File: src/rtl/my_nand_pkg.sv
`default_nettype none
// ============================================================================
// Module      : my_nand_pkg
// Description : Shared defaults and helpers for the my_nand block.
//               DEFAULT_WIDTH  - default operand width
//               DEFAULT_CNT_W  - default statistics counter width
//               sat_max()      - all-ones value of a counter of given width
// Revision    : 1.0 - initial release
// ============================================================================
package my_nand_pkg;

  localparam int DEFAULT_WIDTH = 1;
  localparam int DEFAULT_CNT_W = 16;

  // Returns 2^cnt_w - 1 in a 64-bit container; callers truncate to their
  // own width. A shift by 64 yields 0, so the subtraction still produces
  // all ones for the full-width case.
  function automatic logic [63:0] sat_max(input int unsigned cnt_w);
    return (64'd1 << cnt_w) - 64'd1;
  endfunction

endpackage
`default_nettype wire

File: src/rtl/sat_counter.sv
`default_nettype none
// ============================================================================
// Module      : sat_counter
// Description : Up-counter that sticks at its all-ones value instead of
//               wrapping.
//   clk   in   rising-edge clock
//   reset in   asynchronous active-high clear
//   inc   in   count this edge when high
//   count out  current count
//   sat   out  high while count is at its maximum
// Revision    : 1.0 - initial release
// ============================================================================
module sat_counter
  import my_nand_pkg::*;
#(
  parameter int CNT_W = DEFAULT_CNT_W
) (
  input  logic             clk,
  input  logic             reset,
  input  logic             inc,
  output logic [CNT_W-1:0] count,
  output logic             sat
);

  localparam logic [CNT_W-1:0] C_MAX = CNT_W'(sat_max(CNT_W));
  localparam logic [CNT_W-1:0] C_ONE = CNT_W'(1);

  logic [CNT_W-1:0] count_q;
  logic [CNT_W-1:0] count_d;

  always_comb begin
    count_d = count_q;
    if (inc && (count_q != C_MAX)) begin
      count_d = count_q + C_ONE;
    end
  end

  always_ff @(posedge clk or posedge reset) begin
    if (reset) begin
      count_q <= '0;
    end else begin
      count_q <= count_d;
    end
  end

  assign count = count_q;
  assign sat   = (count_q == C_MAX);

endmodule
`default_nettype wire

File: src/rtl/my_nand.sv
`default_nettype none
// ============================================================================
// Module      : my_nand
// Description : Bitwise NAND with a registered copy of the result and three
//               saturating statistics counters.
//   a, b        in   NAND operands (WIDTH)
//   w           out  combinational ~(a & b)
//   clk         in   rising-edge clock
//   reset       in   asynchronous active-high reset
//   w_q         out  w registered on clk (all ones in reset)
//   eval_cnt    out  clock edges since reset
//   low_cnt     out  edges where some bit of w was 0
//   toggle_cnt  out  edges where w differed from w_q
//   sat         out  {toggle, low, eval} saturation flags
// Revision    : 1.0 - initial release
// ============================================================================
module my_nand
  import my_nand_pkg::*;
#(
  parameter int WIDTH = DEFAULT_WIDTH,
  parameter int CNT_W = DEFAULT_CNT_W
) (
  input  logic [WIDTH-1:0] a,
  input  logic [WIDTH-1:0] b,
  output logic [WIDTH-1:0] w,
  input  logic             clk,
  input  logic             reset,
  output logic [WIDTH-1:0] w_q,
  output logic [CNT_W-1:0] eval_cnt,
  output logic [CNT_W-1:0] low_cnt,
  output logic [CNT_W-1:0] toggle_cnt,
  output logic [2:0]       sat
);

  // Pure combinational path: independent of clk, reset and all state, so
  // the block works as a plain gate when clk/reset are left unconnected.
  assign w = ~(a & b);

  logic [WIDTH-1:0] w_q_d;
  logic             low_inc;
  logic             toggle_inc;

  always_comb begin
    w_q_d = w;
  end

  always_ff @(posedge clk or posedge reset) begin
    if (reset) begin
      w_q <= '1;
    end else begin
      w_q <= w_q_d;
    end
  end

  // Both conditions are evaluated against the values present at the edge,
  // i.e. the current w versus the previously captured w_q.
  assign low_inc    = ~(&w);
  assign toggle_inc = (w != w_q);

  sat_counter #(.CNT_W(CNT_W)) u_eval_cnt (
    .clk   (clk),
    .reset (reset),
    .inc   (1'b1),
    .count (eval_cnt),
    .sat   (sat[0])
  );

  sat_counter #(.CNT_W(CNT_W)) u_low_cnt (
    .clk   (clk),
    .reset (reset),
    .inc   (low_inc),
    .count (low_cnt),
    .sat   (sat[1])
  );

  sat_counter #(.CNT_W(CNT_W)) u_toggle_cnt (
    .clk   (clk),
    .reset (reset),
    .inc   (toggle_inc),
    .count (toggle_cnt),
    .sat   (sat[2])
  );

endmodule
`default_nettype wire

File: config.mk
export PLATFORM = sky130hd
export DESIGN_NAME = my_nand
export DESIGN_NICKNAME = d
export VERILOG_FILES = /design/src/rtl/my_nand_pkg.sv /design/src/rtl/sat_counter.sv /design/src/rtl/my_nand.sv
export SDC_FILE = /design/constraint.sdc
export NUM_CORES = 1
export LEC_CHECK = 0
export CAP_MARGIN = 0
export CORE_MARGIN = 1
export CORE_UTILIZATION = 50
export DETAILED_ROUTE_END_ITERATION = 7
export HOLD_SLACK_MARGIN = 0.03
export PLACE_DENSITY_LB_ADDON = 0.25
export SLEW_MARGIN = 20
export SYNTH_ARGS = -nofsm -noshare
export SYNTH_HDL_FRONTEND = slang
export SYNTH_SLANG_ARGS = --single-unit
export TNS_END_PERCENT = 5
File: constraint.sdc
create_clock -name clk -period 2.24 [get_ports clk]
set_clock_uncertainty 0.15 [all_clocks]
set_input_delay 0.448 -clock clk [delete_from_list [all_inputs] [get_ports clk]]
set_output_delay 0.448 -clock clk [all_outputs]
set_load 0.05 [all_outputs]
---- Word level (Yosys, flattened, before mapping) ----
Cells that the tools add are included.
word-level totals
  word-level logic and storage cells ...... 18
  register bits ........................... 49
  output and inout port bits .............. 53
  input bits .............................. 4
operators by class
  equality and inequality tests ........... 7
  add/subtract/negate cells ............... 3
  bitwise logic cells ..................... 2
  reduce and logical (&&, ||, !) cells .... 2
operators with widths
  cell                     number
  $add A16 B1 Y16 const B  3
  $eq A16 B16 Y1 const B   3
  $ne A16 B16 Y1 const B   3
  $logic_and A1 B1 Y1      2
  $and A1 B1 Y1            1
  $ne A1 B1 Y1             1
  $not A1 Y1               1

---- Logic depth before layout (Yosys ltp) ----
  depth after elaboration ................. 4
  depth in mapped cells ................... 7
  depth with buffers taken out ............ 6

---- Hierarchy ----
A second synthesis with hierarchy kept.
second synthesis, totals
  cell total of the unflattened synthesis .. 219
  area, all modules ....................... 2451.1 µm²
modules (own cells, without submodules)
  module       times used  cells each  seq. area each (µm²)  area an instance (µm²)
  sat_counter  3           71          400.4                 797.0
  my_nand      1           6           26.3                  60.1

---- Worst setup path after synthesis ----
Ideal clock, no wire load.
  kind .................................... flip-flop to output port
  start point ............................. register u_eval_cnt.count_q[0] (netlist: u_eval_cnt.count[0])
  end point ............................... output sat[0]
  buffers on the path ..................... 2
  data arrival time ....................... 2.018 ns
  required time ........................... 1.642 ns
  setup slack ............................. -0.376 ns
  stages on the path, launching flop included .. 7
  cells stage by stage .................... dfrtp_1 ha_1 nand4_2 or4_1 buf_6 clkinv_4 buf_4
on the way
  cells in the longest elaborated chain, start to end .. 1
ends and longest elaborated chain
  item                      line               RTL
  start: declaration        sat_counter.sv:28  logic [CNT_W-1:0] count_q;
  start signal: assignment  sat_counter.sv:42  count_q <= count_d;
  $eq A16 B16 Y1            sat_counter.sv:47  assign sat = (count_q == C_MAX);
  end: declaration          my_nand.sv:32      output logic [2:0] sat
Every way passes these cells.

---- Worst setup path in the final report ----
  start point ............................. register u_eval_cnt.count_q[6] (netlist: u_eval_cnt.count[6])
  end point ............................... output sat[0]
Same word-level chain as after synthesis.

==> results.py <==
metrics = {
    "logic_synthesis": {
        "synth_seq_cells": 49,
        "synth_edf_count": 0,
        "synthesis.nets": 241,
        "synth_top_cell_area_share_pct": 47.5,
        "syn-cell-area_sq_mm": 0.00253,
        "yosysWarnings": 0,
        "yosysSeqAreaShare_pct": 48.5,
        "synthCells": 234,
        "syn_area_per_cell_sq_um": 10.8,
        "yosysTopAreaCell": "dfrtp_1",
        "synth_area_leaders": "dfrtp_1, xor2_1, nand4_1, xnor2_1, nand3_1",
        "synth.distinct_cells": 45,
        "synthArstFlopShare_pct": 100,
        "synthFlopType": "dfrtp_1",
    },
    "clock_tree": {
        "numCtsBuffers": 5,
        "clk_path_buf_depth": 2,
        "htree_levels": 2,
        "cts_tree": "built",
        "cts-root-buf": "clkbuf_8",
        "cts.clk_slew.worst_paths_ps": 80,
        "cts.sinks": 49,
        "cts_hold_buf": 0,
        "worstSkewPairLatency_ps": 300,
    },
    "timing": {
        "slew_violations": 0,
        "maxSlewHeadroom_pct": 65.1,
        "fin_crit_sh_pct": 102,
        "hold_viol": 0,
        "fin_crit_ps": 2280,
        "tightest_slew_ps": 522,
        "tns_ps": -39.6,
        "setup_violations": 1,
        "fin_ws_ps": -39.6,
        "max_freq_mhz": 439,
        "rsz0062_at_grt": "true",
    },
    "drt": {
        "firstDrtPassIters": 4,
        "wirelength_um": 5330,
        "drt_first_iter_violations": 90,
        "drc": 0,
        "vias": 2084,
        "vias_per_cell": 5.54,
        "ant_nets": 0,
        "post_drt_wl_per_cell_um": 14.2,
    },
    "run_status": {
        "status": "finished, violations left",
        "violations": "negative setup slack",
    },
    "setup_path": {
        "worst-path-max-fanout": 6,
        "rrSetupSlack_ps": 230,
        "endpoint_kind": "output port",
        "worst_path_max_delay_cell": "or4_4",
        "slowest_delay_ps": 580,
        "crit_end": "sat[0]",
        "crit_start": "u_eval_cnt.count[6]",
        "criticalPathCategory": "reg -> out",
        "r2r_end": "u_toggle_cnt.count[1]",
        "arrival_ps": 1680,
        "r2r_cells": 4,
        "startpoint_type": "flop",
        "r2r_start": "w_q",
        "critPathRequiredTime_ps": 1640,
        "cp_cell_sequence": "nand4_1 > or4_4 > clkinv_4 > buf_12",
    },
    "power_and_ir_drop": {
        "p_int_mw": 1.87,
        "clock_power_share_pct": 23.6,
        "peakVddDrop_v": 0.000600,
        "static-leakage-power_nw": 1.59,
        "power.switching_mw": 1.24,
        "seq_power_share_pct": 40.2,
        "pwr-share-comb_pct": 36.2,
        "power.total_mw": 3.11,
        "sw_frac_of_total_pct": 39.8,
        "power_density_mw_per_mm2": 888,
    },
    "floorplan": {
        "num_rows": 25,
        "dieArea_sq_mm": 0.00535,
        "ios": 57,
        "die_w_um": 73.1,
        "core_sq_mm": 0.00479,
        "die_y_um": 73.1,
        "initial_core_util_pct": 52.9,
    },
    "layout": {
        "final_cell_mix": "clkdlybuf4s50_1, dfrtp_1, nand3_1",
        "final_design_area_no_fill_sq_mm": 0.00350,
        "num_antenna_cells": 0,
        "area_growth_pct": 38.4,
        "utilization_pct": 73.2,
        "nNetsFinal": 315,
        "final_common_cell": "clkdlybuf4s50_1",
        "drive_above_1_share_pct": 24.3,
    },
    "global_routing": {
        "antenna_found_initial": 0,
        "grt_max_degree": 23,
        "track_usage_pct": 21.6,
        "grt_pass1_wl_um": 8800,
        "gr-total-overflow": 0,
        "grt_pass1_vias": 1880,
    },
    "placed_design": {
        "place.port_buffers": 56,
        "post-dp-hpwl_um": 3890,
        "pre_cts_ws_ps": -80.5,
        "place_area_sq_mm": 0.00329,
        "gp_congestion": 0.862,
    },
    "hold_path": {
        "hold_class": "in -> async",
    },
    "job": {
        "cap_violations": 0,
    },
}
-- critical path, delay by kind of cell, from the launching register on --
kind	cells	cell delay, ps
buf+inv	2	230
simple gates	2	720
flops	1	430
-- timing repair --
item                       CTS  global route
setup endpoints to repair    3            12
buffers inserted             3             3
resized for setup            2            15
-- power groups by stage --
stage               registers [mW]  logic, mW  clock network, mW
detailed placement            1.26       1.13                  0
global placement              1.26       1.12                  0
CTS                           1.25       1.13              0.740
finish                        1.25       1.13              0.733
global route                  1.27       1.18              0.777
floorplan                     1.71      0.286                  0
-- registers in the layout (all words and copies together), names as in the netlist --
name	flops
u_toggle_cnt.count	16
w_q	1
u_eval_cnt.count	16
u_low_cnt.count	16
-- cells in the mapped netlist (all sizes together), types with 2 or more instances --
cell	n
nand2	16
and2	3
xnor2	12
nor2	12
mux2	9
nand2b	4
xor2	17
o21ai	4
nor3b	2
nand3	20
nor4	6
and4	3
or2	4
and3	7
a21boi	2
dfrtp	48
or4	2
buf	6
a31oi	2
a21oi	5
nor3	12
o21a	2
inv	4
nand4	20
ha	3
-- layer usage --
metal  track usage, %  vias to the layer above  part of all wire [%]
li1                 -                      997                     -
met1             30.4                     1023                    47
met2             34.6                       56                    48
met3             4.14                        8                   3.8
met5                0                        -                     0
met4             5.23                        0                   1.1
-- metrics by stage --
stage / hold slack [ps] / cells
after global placement: 338 / 362
after global routing: 375 / 376
after detailed placement: 349 / 362
after floorplan: 517 / 234
after CTS: 343 / 373
final: 331 / 376
-- kinds of logic (layout without fill, tap and decap cells) --
family	count (synthesis)	count (layout)	share of synthesized area (%)
AO/OA/AOI/OAI	19	19	5.14
adder cells (fa/ha/maj)	3	3	1.48
AND/OR/NAND/NOR	112	112	27.3
multiplexers	10	10	4.70
flip-flops	49	49	48.5
XOR/XNOR	29	29	10.0
buffers and inverters	12	87	2.82
-- area by class of cell --
class / instances / area, sq um
Clock buffer: 5 / 68.8
Fill cell: 364 / 1280
Sequential cell: 49 / 1240
Multi-Input combinational cell: 173 / 1250
Clock inverter: 3 / 65.1
Timing Repair Buffer: 74 / 766
Tap cell: 67 / 83.8
Inverter: 5 / 23.8
-- worst min path at each step --
stage / startpoint / to / slack (ps) / depth (start not counted)
2_1_floorplan: u_toggle_cnt.count[0] / u_toggle_cnt.count[0] / 520 / 1
3_3_place_gp: u_toggle_cnt.count[0] / u_toggle_cnt.count[0] / 340 / 1
3_5_place_dp: u_toggle_cnt.count[0] / u_toggle_cnt.count[0] / 350 / 1
4_1_cts: reset / u_toggle_cnt.count[13] / 340 / 2
5_1_grt: reset / u_toggle_cnt.count[13] / 380 / 2
6_report: reset / u_toggle_cnt.count[13] / 330 / 2
No activity file was read; power rests on OpenSTA's default activity.
